File: config.mk
export PLATFORM = sky130hd
export DESIGN_NAME = alarm_sound_controller
export DESIGN_NICKNAME = d
export VERILOG_FILES = /design/src/rtl/alarm_sound_controller.sv
export SDC_FILE = /design/constraint.sdc
export NUM_CORES = 1
export LEC_CHECK = 0
export ABC_AREA = 1
export BUFFER_PORTS_ARGS = -buffer_cell sky130_fd_sc_hd__buf_2
export CAP_MARGIN = 20
export CORE_ASPECT_RATIO = 0.5
export CORE_UTILIZATION = 25
export DETAILED_ROUTE_END_ITERATION = 10
export HOLD_SLACK_MARGIN = 0.12
export PLACE_DENSITY_LB_ADDON = 0.25
export SETUP_SLACK_MARGIN = 0.15
export SYNTH_ARGS = -nofsm -noshare
export SYNTH_HDL_FRONTEND = slang
export SYNTH_SLANG_ARGS = --single-unit
File: constraint.sdc
create_clock -name clock -period 2.5 [get_ports clock]
set_clock_uncertainty 0.1 [all_clocks]
set_input_delay 0.5 -clock clock [delete_from_list [all_inputs] [get_ports clock]]
set_output_delay 0.5 -clock clock [all_outputs]
set_load 0.005 [all_outputs]
File: src/rtl/alarm_sound_controller.sv
// Alarm clock sound controller: rings on a time match, auto-silences, optional snooze.
// Snooze support (SNOOZE state, snooze timer, snooze_count) is built only when ALARM_SNOOZE_EN is defined.
module alarm_sound_controller #(
    parameter int RING_SECONDS   = 60,
    parameter int SNOOZE_SECONDS = 300,
    parameter int MAX_SNOOZE     = 3
) (
    input  logic        clock,
    input  logic        reset,
    input  logic        one_second,
    input  logic        alarm_enable,
    input  logic [15:0] current_time,
    input  logic [15:0] alarm_time,
    input  logic        stop_button,
    input  logic        snooze_button,
    output logic        sound_alarm,
    output logic        beep,
    output logic        snoozing,
    output logic [1:0]  snooze_count
);

    localparam int MAX_SECONDS = (RING_SECONDS > SNOOZE_SECONDS) ? RING_SECONDS : SNOOZE_SECONDS;
    localparam int TW          = $clog2(MAX_SECONDS) + 1;
    localparam logic [TW-1:0] RING_LAST = TW'(RING_SECONDS - 1);

    typedef enum logic [1:0] {
        IDLE    = 2'd0,
        RINGING = 2'd1,
        SNOOZE  = 2'd2,
        DONE    = 2'd3
    } state_t;

    state_t        state;
    state_t        next_state;
    logic          match;
    logic          stop_prev;
    logic          stop_press;
    logic          snooze_press;
    logic          snooze_allowed;
    logic          snooze_expire;
    logic [TW-1:0] ring_timer;
    logic          ring_entry;
    logic          ring_timeout;
    logic          phase;

    assign match      = alarm_enable && (current_time == alarm_time);
    assign stop_press = stop_button && !stop_prev;

    always_ff @(posedge clock or posedge reset) begin
        if (reset) begin
            stop_prev <= 1'b0;
        end else begin
            stop_prev <= stop_button;
        end
    end

`ifdef ALARM_SNOOZE_EN
    localparam logic [TW-1:0] SNOOZE_LAST = TW'(SNOOZE_SECONDS - 1);

    logic          snooze_prev;
    logic [TW-1:0] snooze_timer;
    logic          snooze_entry;

    assign snooze_press   = snooze_button && !snooze_prev;
    assign snooze_allowed = (snooze_count < 2'(MAX_SNOOZE));
    assign snooze_entry   = (next_state == SNOOZE) && (state != SNOOZE);
    assign snooze_expire  = (state == SNOOZE) && one_second && (snooze_timer == SNOOZE_LAST);

    always_ff @(posedge clock or posedge reset) begin
        if (reset) begin
            snooze_prev <= 1'b0;
        end else begin
            snooze_prev <= snooze_button;
        end
    end

    always_ff @(posedge clock or posedge reset) begin
        if (reset) begin
            snooze_timer <= '0;
        end else if (snooze_entry) begin
            snooze_timer <= '0;
        end else if ((state == SNOOZE) && one_second) begin
            snooze_timer <= snooze_timer + TW'(1);
        end
    end

    // The count survives DONE so a stopped event keeps its history until the minute passes.
    always_ff @(posedge clock or posedge reset) begin
        if (reset) begin
            snooze_count <= 2'd0;
        end else if (state == IDLE) begin
            snooze_count <= 2'd0;
        end else if ((state == RINGING) && (next_state == SNOOZE)) begin
            snooze_count <= snooze_count + 2'd1;
        end
    end

    assign snoozing = (state == SNOOZE);
`else
    logic snooze_unused;

    assign snooze_unused  = snooze_button ^ (MAX_SNOOZE > 0);
    assign snooze_press   = 1'b0;
    assign snooze_allowed = 1'b0;
    assign snooze_expire  = 1'b0;
    assign snooze_count   = 2'd0;
    assign snoozing       = 1'b0;
`endif

    always_ff @(posedge clock or posedge reset) begin
        if (reset) begin
            state <= IDLE;
        end else begin
            state <= next_state;
        end
    end

    // Priority inside RINGING/SNOOZE: disable, then stop, then snooze, then timers.
    always_comb begin
        next_state = state;
        case (state)
            IDLE: begin
                if (match) begin
                    next_state = RINGING;
                end
            end
            RINGING: begin
                if (!alarm_enable) begin
                    next_state = IDLE;
                end else if (stop_press) begin
                    next_state = DONE;
                end else if (snooze_press && snooze_allowed) begin
                    next_state = SNOOZE;
                end else if (ring_timeout) begin
                    next_state = DONE;
                end
            end
            SNOOZE: begin
                if (!alarm_enable) begin
                    next_state = IDLE;
                end else if (stop_press) begin
                    next_state = DONE;
                end else if (snooze_expire) begin
                    next_state = RINGING;
                end
            end
            DONE: begin
                if (!match) begin
                    next_state = IDLE;
                end
            end
            default: next_state = IDLE;
        endcase
    end

    assign ring_entry   = (next_state == RINGING) && (state != RINGING);
    assign ring_timeout = (state == RINGING) && one_second && (ring_timer == RING_LAST);

    always_ff @(posedge clock or posedge reset) begin
        if (reset) begin
            ring_timer <= '0;
        end else if (ring_entry) begin
            ring_timer <= '0;
        end else if ((state == RINGING) && one_second) begin
            ring_timer <= ring_timer + TW'(1);
        end
    end

    // Each ringing episode starts with the beep silent and toggles once per second.
    always_ff @(posedge clock or posedge reset) begin
        if (reset) begin
            phase <= 1'b0;
        end else if (ring_entry) begin
            phase <= 1'b0;
        end else if ((state == RINGING) && one_second) begin
            phase <= !phase;
        end
    end

    assign sound_alarm = (state == RINGING);
    assign beep        = sound_alarm && phase;

endmodule

======== After elaboration in Yosys (flattened, before gate mapping) ========
Index checks and enable logic that the tools add are counted.
storage, ports and cells
  flip-flop bits (word level) ............. 14
  input bits .............................. 38
  output and inout bits ................... 5
  logic and storage cells ................. 34
cells by class
  add/sub/neg operators ................... 1
  eq/ne operators ......................... 7
  mux-type cells .......................... 12
  reductions and logical operators ........ 10
operators with widths
  kind                                                                     count
  10-bit two-way mux                                                       2
  16-bit equality test                                                     1
  2-bit two-way mux                                                        7
  10-bit by 1-bit adder with 10-bit output, second input constant          1
  10-bit by 6-bit equality test with 1-bit output, second input constant   1
  2-bit one-hot mux with 4 select lines                                    1
  1-bit logical AND                                                        6
  2-bit by 1-bit equality test with 1-bit output, second input constant    2
  2-bit equality test, second input constant                               2
  1-bit zero test                                                          2
  2-bit zero test                                                          1
  1-bit two-way mux                                                        2
  2-bit by 1-bit inequality test with 1-bit output, second input constant  1
  2-bit nonzero test                                                       1

======== Depth between registers and ports, before layout ========
Gate-level depths: netlist of the first run.
  word-level depth ........................ 10
  gate-level depth with buffers ........... 12
  gate-level depth less buffers ........... 11

======== Worst setup path before layout of the first run ========
OpenSTA, ideal clock, no wires.
  path type ............................... input -> register
  start point ............................. in alarm_time[6]
  end point ............................... reg ring_timer[2]
  setup time .............................. 0.118 ns
  arrival time ............................ 1.291 ns
  data required time ...................... 2.282 ns
  path slack .............................. 0.991 ns
  stages on the path ...................... 12
  buffers on the path ..................... 1
  cell sequence ........................... inv_1 nand2_1 nand2_1 nor2_1 nand2_1 nor2_1 nand3_1 nand2_1 nand2_2 buf_6 nand3_2 nand2_1
on the way
  cells in the longest elaborated chain, start to end .. 7
  elaborated cells on any way between the ends .. 9
  those cells by class .................... 2 x eq/ne; 4 x mux; 3 x reduce/logical
ends and longest elaborated chain
  what                                                             line      text
  start, declared                                                  13        input logic [15:0] alarm_time,
  16-bit equality test *                                           46        assign match = alarm_enable && (current_time == alarm_time);
  1-bit logical AND *                                              46
  2-bit two-way mux, on equally long branches                      148, 123
  2-bit one-hot mux with 4 select lines *                          121       case (state)
  2-bit by 1-bit equality test with 1-bit output *                 156       assign ring_entry = (next_state == RINGING) && (state != RINGING);
  1-bit logical AND *                                              156
  10-bit two-way mux / 2-bit nonzero test (equally long branches)  -
  end signal, assigned                                             165       ring_timer <= ring_timer + TW'(1);
  end, declared                                                    41        logic [TW-1:0] ring_timer;
Every way passes the cells marked *; elsewhere a longest branch is shown, timed or not.
A chain may end at the register's enable or synchronous reset.

======== Worst setup path after layout of the first run ========
  start point ............................. reg state[0]
  end point ............................... reg ring_timer[9]
on the way
  cells in the longest elaborated chain, start to end .. 10
  elaborated cells on any way between the ends .. 19
  those cells by class .................... 5 x eq/ne; 9 x mux; 5 x reduce/logical
ends and longest elaborated chain
  what                                                             line           text
  start, declared                                                  33             state_t state;
  start signal, assigned                                           114            state <= next_state;
  2-bit by 1-bit equality test with 1-bit output                   121, 157, 164
  1-bit logical AND                                                157, 164
  1-bit logical AND                                                157            assign ring_timeout = (state == RINGING) && one_second && (ring_timer == RING_LAST);
  2-bit two-way mux                                                134            end else if (ring_timeout) begin
  2-bit two-way mux                                                130            end else if (stop_press) begin
  2-bit two-way mux                                                128            if (!alarm_enable) begin
  2-bit one-hot mux with 4 select lines                            121
  2-bit by 1-bit equality test with 1-bit output                   156
  1-bit logical AND                                                156
  10-bit two-way mux / 2-bit nonzero test (equally long branches)  -
Parallel ways exist; a longest one is shown, timed or not.

==> results.md, run 1 <==
- Critical-path maximum fanout: 13
- GR Layer Usage met3: under 10%
- Internal power: roughly 0.37 mW
- CTS Sinks: 14
- CTS Hold Bufs: 0
- FMAX: ~0.56 GHz
- Seq/Total Area, Yosys: between 20% and 30%
- Leak: 0.943 nW
- Crit path arrival time: around 1.9 ns
- Die height: roughly 53 um
- Largest net degree at the start of global routing: 22
- Crit. End Element: register
- TritonCTS clock tree: yes
- Maximum Capacitance Violations: 0
- Layout cell share with drive strength beyond 1: between 20% and 30%
- Die Area: ~5500 um2
- Initial antenna violation count: 0
- Sequential share of power: 44.7%
- Switching Share: 26.6%
- Dpl hpwl: between 2000 and 2500 um
- Nets@finish: 284
- Gr ovfl total: 0
- Met2 usage: roughly 17%
- GP Congestion: 0.736
- Via/cell ratio: between 4 and 5
- Maximum clock insertion buffer count: 2
- Post-synth cell types: 24
- Headroom to the max-slew limit: 62.3%
- FF+latch count, synth: 14
- Total setup buffers inserted after CTS: 0
- Root Buffer: clkbuf_8
- Final setup viols: 0
- Global Route Usage Sum: 10.3%
- Clock network power share: 37.7%
- Die W: around 100 um
- Worst Max-Slew Pin Slew: 0.565 ns
- Worst reg2reg path startpoint: state[0]
- Critical path launch point type: register
- Gr busiest metal: met2
- Placed inst area: roughly 1500 um2
- Synthesized cell area: 1300 um2
- CTS clk-pin slew, worst paths: roughly 0.060 ns
- Crit path kind: register to register
- Global-route wire length before repair: 4540 um
- Clock latency on the worst-skew pair: 0.25 ns
- Warnings, synthesis: 0
- Vias in the first global route: ~1100
- Crit share post-route: a little under three quarters
- Peak supply drop: ~0.00011 V
- I/O Pins: 43
- Pwr dens: between 300 and 400 nW/um2
- DR WL/cell: about 8.5 um
- Comb power frac: between 10% and 20%
- Port bufs: 38
- Num CTS Buffers: 3
- Final Max Slew Viols: 0
- Setup TNS Final: 0 ns
- Met1 Use GR: between 10% and 20%
- Min cycle time layout: 1.80 ns
- Drt initial violations: 47
- H-tree depth: 1
- Tightest Hold Check Type: input port to async pin
- P_sw: 0.135 mW
- Final cell utilization of the core: 31.6%
- Gates resized, CTS repair: 0
- Antenna-violating nets left: 0
- Critical R2R Capture: ring_timer[9]
- Number of detailed-route iterations in the first pass: 4
- Core area: just under 5000 um2
- Post-Route WL: 2670 um
- Via count: roughly 1300
- RSZ-0062 raised after global routing: false
- ANT cells: 0
- Worst r2r path cells: 6
- Initial Utilization: between 20% and 30%
- Area grow syn2layout: 20.5%
- Design area: around 1600 um2
- Row cnt: 18
- Crit path required time: around 2.6 ns
- DRC violations left: 0
- Mean Syn Cell Area: 6.28 um2
- Syn Inst Count: about 210
- Outcome: completed
- R2R setup slack: roughly 0.70 ns
- Final Hold Viols: 0
==> final cells by class <==
type | instances | area, um2
clock buffers | 3 | 41.3
well taps | 70 | 87.6
repair buffers | 38 | 190
flip-flops and latches | 14 | 350
fillers | 563 | 3390
inverters | 41 | 154
multi-input cells | 147 | 743
==> critical path, stage by stage (launching register included) <==
cell	delay [ns]
dfrtp_1	0.38
inv_1	0.08
nor2_1	0.12
nand2_1	0.31
inv_1	0.51
nand3_1	0.14
nand2_1	0.09
==> synthesized netlist by cell type (all sizes together) <==
cell	instances	area share (%)
inv	40	12
o31ai	1	0.58
o22ai	1	0.48
o21ai	1	0.38
nor3	5	2.3
nor2	22	6.4
clkinv	1	0.29
nor4	2	0.96
conb	1	0.29
nand2	64	19
xnor2	2	1.3
clkbuf	1	0.29
dfrtp	14	27
nand4	5	2.4
buf	6	4.3
nand3b	1	0.58
a21oi	2	0.77
nand3	30	16
xor2	7	4.7
ha	1	0.96
==> layer usage <==
layer | routed length [um] | vias up | share of wire (%)
met2 | 1180 | 23 | 44
met1 | 1360 | 545 | 51
met4 | 36 | 0 | 1.3
met5 | 0 | - | 0
met3 | 95 | 5 | 3.6
li1 | - | 703 | -
==> placed cells by master, fill, tap and decap left out <==
cell and count:
nand2_1 63, xor2_1 7, xnor2_1 2, nor2_1 22, nor3_2 1, conb_1 3
o31ai_1 1, ha_1 1, clkinv_1 1, o22ai_1 1, nor4_1 2, nand3_2 11
nand3_1 19, a21oi_1 2, nor3_1 4, o21ai_0 1, nand3b_1 1, buf_2 38
nand4_1 5, dfrtp_1 14, inv_1 40, clkbuf_8 3, nand2_2 1
==> cell families after synthesis <==
kind of cell | synth area share (%)
xor+xnor | 6.06
compound gates | 2.21
flops | 26.9
buf+inv | 16.5
other cells | 0.288
simple gates | 47.1
fa+ha+maj | 0.962
==> power by group through the flow <==
stage	Sequential, mW	Clock, mW	Combinational (mW)
floorplan	0.232	0	0.0517
global placement	0.232	0	0.0895
detailed placement	0.232	0	0.0910
CTS	0.228	0.193	0.0914
global route	0.228	0.203	0.105
finish	0.228	0.192	0.0898
==> registers in the layout, summed over array words and instances (netlist names) <==
register,flops
ring_timer,10
state,2
phase,1
stop_prev,1
==> how the worst max path moves through the flow <==
stage | start | end | slack (ns)
after global routing | state[0] | ring_timer[9] | 0.48
after global placement | alarm_time[6] | ring_timer[1] | 0.59
final | state[0] | ring_timer[9] | 0.70
after floorplan | alarm_time[6] | ring_timer[2] | 0.99
after CTS | state[0] | ring_timer[9] | 0.68
after detailed placement | alarm_time[6] | phase | 0.54
==> metrics by stage <==
step           instances  power, mW  setup slack, ns  hold WS (ns)
3_3_place_gp         310      0.321            0.591         0.381
5_1_grt              313      0.536            0.485         0.254
2_1_floorplan        209      0.284            0.991         0.289
4_1_cts              313      0.512            0.681         0.223
3_5_place_dp         310      0.323            0.545         0.409
6_report             313      0.510            0.704         0.194
Note: power is estimated with default switching activity, not from simulation.
==> run 2, diff against run 1 <==
clock period = 1.4 ns   (was 2.5 ns; I/O delays follow)
==> results.md, run 2 (same netlist as run 1, synthesis figures left out) <==
- Sequential share of power: 39.2% (-5.5 points)
- Final setup viols: 3 (+3)
- Initial Utilization: 26.2% (unchanged)
- Final cell utilization of the core: 45.6% (+14 points)
- Critical path launch point type: register
- Slowest stage delay, CP: 0.46 ns (-0.05 ns)
- Via/cell ratio: 4.17 (+2.4%)
- Nets@finish: 340 (+20%)
- Setup TNS Final: -0.0985 ns (-0.0985 ns)
- Max reg flops: 10 (unchanged)
- Critical-path maximum fanout: 4 (-9)
- Via count: 1544 (+21%)
- CTS clk-pin slew, worst paths: 0.06 ns (about the same)
- RSZ-0062 raised after global routing: true
- Outcome: finished, violations left
- Tightest Hold Check Type: input port to register
- Antenna-violating nets left: 0 (unchanged)
- Design area: 2260 um2 (+44%)
- Comb power frac: 22.1% (+4.5 points)
- I/O Pins: 43 (unchanged)
- Total power: 1.04 mW (+100%)
- Peak supply drop: 0.000299 V (+170%)
- Port bufs: 38 (unchanged)
- Clock network power share: 38.7% (+1.0 points)
- Maximum Capacitance Violations: 0 (unchanged)
- Biggest registers after layout: ring_timer (10), state (2)
- H-tree depth: 1 (unchanged)
- Crit share post-route: 103% (+32 points)
- Crit path kind: register to register
- Placed inst area: 1870 um2 (+23%)
- ANT cells: 0 (unchanged)
- Leak: 1.30 nW (+38%)
- Crit-path slowest cell: dfrtp_2
- P_sw: 0.259 mW (+91%)
- Layout cell share with drive strength beyond 1: 48.7% (+26 points)
- Area grow syn2layout: 73.7%
- Commonest non-fill, non-tap cells in the layout: nand2_1, buf_4, buf_2, inv_1, nand3_2
- Crit. End Element: register
- GP Congestion: 0.767 (+4.2%)
- Area of the multi-input gates: 910 um2 (+22%)
- CTS Sinks: 14 (unchanged)
- Number of detailed-route iterations in the first pass: 4 (unchanged)
- Final Max Slew Viols: 0 (unchanged)
- Most common cell after layout, fill and taps aside: nand2_1
- Die W: 104 um (unchanged)
- Fill count: 509 (-9.6%)
- Die height: 53.0 um (unchanged)
- FMAX: 0.690 GHz (+24%)
- Crit path required time: 1.47 ns (-1.12 ns)
- Num CTS Buffers: 3 (unchanged)
- DRC violations left: 0 (unchanged)
- Reg with most FFs: ring_timer
- Internal power: 0.779 mW (+110%)
- Initial antenna violation count: 0 (unchanged)
- Row cnt: 18 (unchanged)
- Largest net degree at the start of global routing: 22 (unchanged)
- Dpl hpwl: 2480 um (+17%)
- Clock latency on the worst-skew pair: 0.25 ns (about the same)
- Post-Route WL: 3650 um (+37%)
- TritonCTS clock tree: yes
- Global-route wire length before repair: 5570 um (+23%)
- Root Buffer: clkbuf_8
- Pwr dens: 459 nW/um2 (+41%)
- Die Area: 5510 um2 (unchanged)
- Final Hold Viols: 0 (unchanged)
- Crit path arrival time: 1.52 ns (-0.37 ns)
- Drt initial violations: 35 (-26%)
- Min cycle time layout: 1.45 ns (-0.347 ns)
- Register area: 354 um2 (+1.1%)
- Vias in the first global route: 1381 (+32%)
- Maximum clock insertion buffer count: 2 (unchanged)
- Failing checks: negative setup slack
- DR WL/cell: 9.87 um (+16%)
- CP cell instances: nor3_1 > nand4_1 > o31ai_2 > nand3_1 > o21ai_1
- Fin worst setup slack: -0.0483 ns (-0.753 ns)
- Switching Share: 25.0% (-1.6 points)
- Core area: 4950 um2 (unchanged)
- Gr ovfl total: 0 (unchanged)
- Global Route Usage Sum: 12.2% (+1.9 points)
-- run 2: timing repair --
action | in CTS | in global routing
endpoints found under the setup margin | 14 | 15
pin swaps | 11 | 15
hold endpoints to repair | 15 | 0
gates resized for setup | 24 | 18
hold buffers | 2 | 0
setup buffers | 6 | 5
cloned | 0 | 3
-- run 2: power by group through the flow --
stage | combinational (mW) | clock (mW) | sequential, mW
after floorplan | 0.0970 | 0 | 0.414
after global placement | 0.221 | 0 | 0.414
after detailed placement | 0.226 | 0 | 0.414
after CTS | 0.231 | 0.411 | 0.406
after global routing | 0.260 | 0.431 | 0.407
final | 0.230 | 0.401 | 0.407
-- run 2: area by class of cell --
class                           instances  share of cell area [%]
Multi-Input combinational cell        147                    40.3
Timing Repair Buffer                   94                    30.7
Sequential cell                        14                    15.7
Inverter                               41                    7.04
Tap cell                               70                    3.88
Clock buffer                            4                    2.44
-- run 2: routing by layer --
layer	vias up	share of wire [%]	global-route usage (%)	routed length, um
met1	694	43	13.3	1550
met5	-	0	0	0
met2	28	53	26.0	1940
met3	8	2.3	1.60	84
li1	814	-	-	-
met4	0	2.0	2.86	73
-- run 2: critical path, delay by kind of cell, from the launching register on --
family / cells / cell delay, ns
flops: 1 / 0.46
simple gates: 3 / 0.50
compound gates: 2 / 0.31
-- run 2: worst paths after layout --
kind / from / slack (ns) / depth (start not counted) / end
setup / recovery: ring_timer[2] / -0.05 / 5 / state[1]
hold / removal: alarm_enable / 0.22 / 3 / state[1]
setup reg to reg: ring_timer[2] / -0.05 / 5 / state[1]
hold reg to reg: phase / 0.44 / 2 / phase
max in group asynchronous: reset / 0.53 / 4 / ring_timer[0]
min in group asynchronous: reset / 0.48 / 4 / ring_timer[2]
-- run 2: per-stage QoR --
step	hold WS (ns)	cells	worst slack, ns
final	0.223	370	-0.0483
after global routing	0.254	370	-0.150
after CTS	0.242	362	-0.0264
after detailed placement	0.191	350	-0.154
after global placement	0.187	350	-0.134
after floorplan	0.0692	209	0.0240
==> run 3, diff against run 2 <==
ABC_AREA = 0   (was 1)
CELL_PAD_IN_SITES_DETAIL_PLACEMENT = 0   (was unset)
CELL_PAD_IN_SITES_GLOBAL_PLACEMENT = 2   (was unset)
CORE_MARGIN = 1.5   (was unset)
CORE_UTILIZATION = 24   (was 25)
==> results.md, run 3 <==
- Headroom to the max-slew limit: 61.9%
- Row cnt: 16 (-2)
- Warnings, synthesis: 0 (unchanged)
- Number of detailed-route iterations in the first pass: 4 (unchanged)
- Worst Max-Slew Pin Slew: roughly 0.57 ns
- Area contributors post-synth: dfrtp_1, xnor2_1, a21oi_2
- Biggest registers after layout: ring_timer (10), state (2)
- Crit-path slowest cell: or4_4
- Most frequent cell after synthesis: xnor2_1
- Most common cell after layout, fill and taps aside: buf_2
- Num CTS Buffers: 3 (unchanged)
- Critical path launch point type: register
- Clock network power share: 41.7% (+3.0 points)
- Critical-path maximum fanout: 6 (+2)
- Peak supply drop: 0.000214 V (-28%)
- Dpl hpwl: 1850 um (-25%)
- DRC violations left: 0 (unchanged)
- Slowest stage delay, CP: 0.54 ns (+0.08 ns)
- Comb power frac: 15.7% (-6.4 points)
- Switching Share: 21.8% (-3.1 points)
- Worst Setup SP: ring_timer[6]
- H-tree depth: 1 (unchanged)
- Crit. End Element: register
- Maximum Capacitance Violations: 0 (unchanged)
- Fin worst setup slack: -0.464 ns (-0.415 ns)
- ANT cells: 0 (unchanged)
- Internal power: 0.746 mW (-4.2%)
- Post-synth cell types: 30 (+25%)
- Critical Path Stages: 6 (+1)
- Via/cell ratio: 4.23 (+1.4%)
- Max reg flops: 10 (unchanged)
- CP cell instances: or4_4 > nor4_4 > o311a_1 > a41oi_4 > clkbuf_16 > a21oi_2
- Die height: 48.6 um (-8.3%)
- Layout cell share with drive strength beyond 1: 53.8% (+5.2 points)
- Setup TNS Final: -5.49 ns (-5.39 ns)
- RSZ-0062 raised after global routing: true
- Asr flop ratio synth: 100% (unchanged)
- Leak: 0.772 nW (-40%)
- Port bufs: 38 (unchanged)
- Outcome: finished, violations left
- Commonest cells in the netlist: xnor2_1, dfrtp_1, a21oi_2, nand2_1, xor2_1
- Cell taking the most area after synthesis: dfrtp_1
- P_sw: 0.208 mW (-20%)
- Maximum clock insertion buffer count: 2 (unchanged)
- DR WL/cell: 11.5 um (+16%)
- Hold Worst Slack: 0.283 ns (+0.0602 ns)
- FMAX: 0.537 GHz (-22%)
- Synthesized cell area: 998 um2 (-23%)
- R2R setup slack: -0.46 ns (-0.42 ns)
- GP Congestion: 0.681 (-11%)
- Via count: 944 (-39%)
- Crit path kind: register to register
- Drt initial violations: 16 (-54%)
- Tightest Hold Check Type: input port to register
- Clock latency on the worst-skew pair: 0.25 ns (about the same)
- Global-route wire length before repair: 4240 um (-24%)
- Main flop type after synthesis: dfrtp_1
- Number of enable flip-flop cells after synthesis: 0 (unchanged)
- Root Buffer: clkbuf_8
- Initial antenna violation count: 0 (unchanged)
- Vias in the first global route: 955 (-31%)
- Syn Inst Count: 103 (-50%)
- Crit path arrival time: 1.94 ns (+0.42 ns)
- Synth top area share: 35.1% (+8.1 points)
- Fill count: 385 (-24%)
- Gr ovfl total: 0 (unchanged)
- Pwr dens: 574 nW/um2 (+25%)
- Die Area: 4580 um2 (-17%)
- Crit path required time: 1.48 ns (about the same)
- CTS Sinks: 14 (unchanged)
- Worst r2r path cells: 6 (+1)
- Final Max Slew Viols: 0 (unchanged)
- Mean Syn Cell Area: 9.69 um2 (+54%)
- Post-Route WL: 2560 um (-30%)
- Final setup viols: 13 (+10)
- Largest net degree at the start of global routing: 15 (-32%)
- Crit share post-route: 133% (+30 points)
- Commonest non-fill, non-tap cells in the layout: buf_2, buf_4, xnor2_1, dfrtp_1, a21oi_2
- FF+latch count, synth: 14 (unchanged)
- Global Route Usage Sum: 12.3% (+0.044 points)
- CTS clk-pin slew, worst paths: 0.06 ns (about the same)
- Final Hold Viols: 0 (unchanged)
- Final cell utilization of the core: 42.2% (-3.4 points)
- Initial Utilization: 25.3% (-0.92 points)
- Reg with most FFs: ring_timer
- Nets@finish: 209 (-39%)
- Critical path buffers and inverters: 1 (+1)
- Min cycle time layout: 1.86 ns (+0.415 ns)
- Seq/Total Area, Yosys: 35.1% (+8.1 points)
- Core area: 3940 um2 (-20%)
- Antenna-violating nets left: 0 (unchanged)
- Worst setup path end: ring_timer[0]
- I/O Pins: 43 (unchanged)
- Sequential share of power: 42.6% (+3.4 points)
- Area grow syn2layout: 66.5%
- CP top delay family: simple AND/OR/NAND/NOR gates
- TritonCTS clock tree: yes
- Worst reg2reg path startpoint: ring_timer[6]
- Die W: 94.2 um (-9.4%)
- Critical R2R Capture: ring_timer[0]
- Failing checks: negative setup slack
## run 3: changes by cell type after synthesis, sizes merged, moves of 9 or more
cell	change
nand2	-55
inv	-35
nand3	-29
nor2	-18
xnor2	+17
a21oi	+9
## run 3: kinds of logic after synthesis
family	synth area share (%)
adder cells (fa/ha/maj)	1.25
XOR/XNOR	23.7
flip-flops	35.1
multiplexers	1.00
buffers and inverters	6.14
AND/OR/NAND/NOR	19.4
other	0.376
AO/OA/AOI/OAI	13.0
## run 3: worst min-delay path by stage
stage	startpoint	end	slack, ns	cells after the start
3_3_place_gp	reset	ring_timer[1]	0.25	2
6_report	alarm_enable	state[0]	0.28	4
3_5_place_dp	reset	ring_timer[1]	0.26	2
2_1_floorplan	reset	phase	0.07	1
5_1_grt	alarm_enable	state[0]	0.29	4
4_1_cts	alarm_enable	state[0]	0.31	4
## run 3: timing repair
item,4_1_cts,5_1_grt
hold endpoints to repair,15,0
gates cloned,1,0
pin swaps,0,10
endpoints found under the setup margin,14,15
hold buffers,2,0
setup buffers,2,2
resized for setup,10,16
## run 3: per-layer routing
metal | global-route usage, % | vias up | part of all wire, %
met2 | 21.2 | 38 | 45
met5 | 0 | - | 0
met4 | 5.22 | 0 | 1.6
met1 | 14.1 | 426 | 45
li1 | - | 476 | -
met3 | 3.62 | 4 | 8.1
## run 3: area by class of cell
cell class,count,area (um2),area share [%]
clock buffer,4,55.1,3.31
tap,54,67.6,4.06
multi-input combinational,80,674,40.6
inverter,5,18.8,1.13
sequential,14,350,21.1
timing repair buffer,66,497,29.9
## run 3: power by group through the flow
stage / Combinational, mW / Sequential [mW] / Clock, mW
detailed placement: 0.129 / 0.414 / 0
finish: 0.150 / 0.407 / 0.398
CTS: 0.135 / 0.407 / 0.403
floorplan: 0.0648 / 0.414 / 0
global route: 0.166 / 0.406 / 0.439
global placement: 0.128 / 0.414 / 0
## run 3: per-stage QoR
step	instances	worst slack [ns]	area, um2	power [mW]
after CTS	221	-0.518	1570	0.945
after global routing	223	-0.554	1660	1.01
final	223	-0.464	1660	0.954
after global placement	212	-0.680	1390	0.542
after floorplan	105	-0.398	1010	0.479
after detailed placement	212	-0.744	1390	0.543
## run 3: worst reg2reg max path, cell delays in order, from the launching register on
cell	delay [ns]
dfrtp_1	0.37
or4_4	0.55
nor4_4	0.14
o311a_1	0.25
a41oi_4	0.07
clkbuf_16	0.21
a21oi_2	0.11
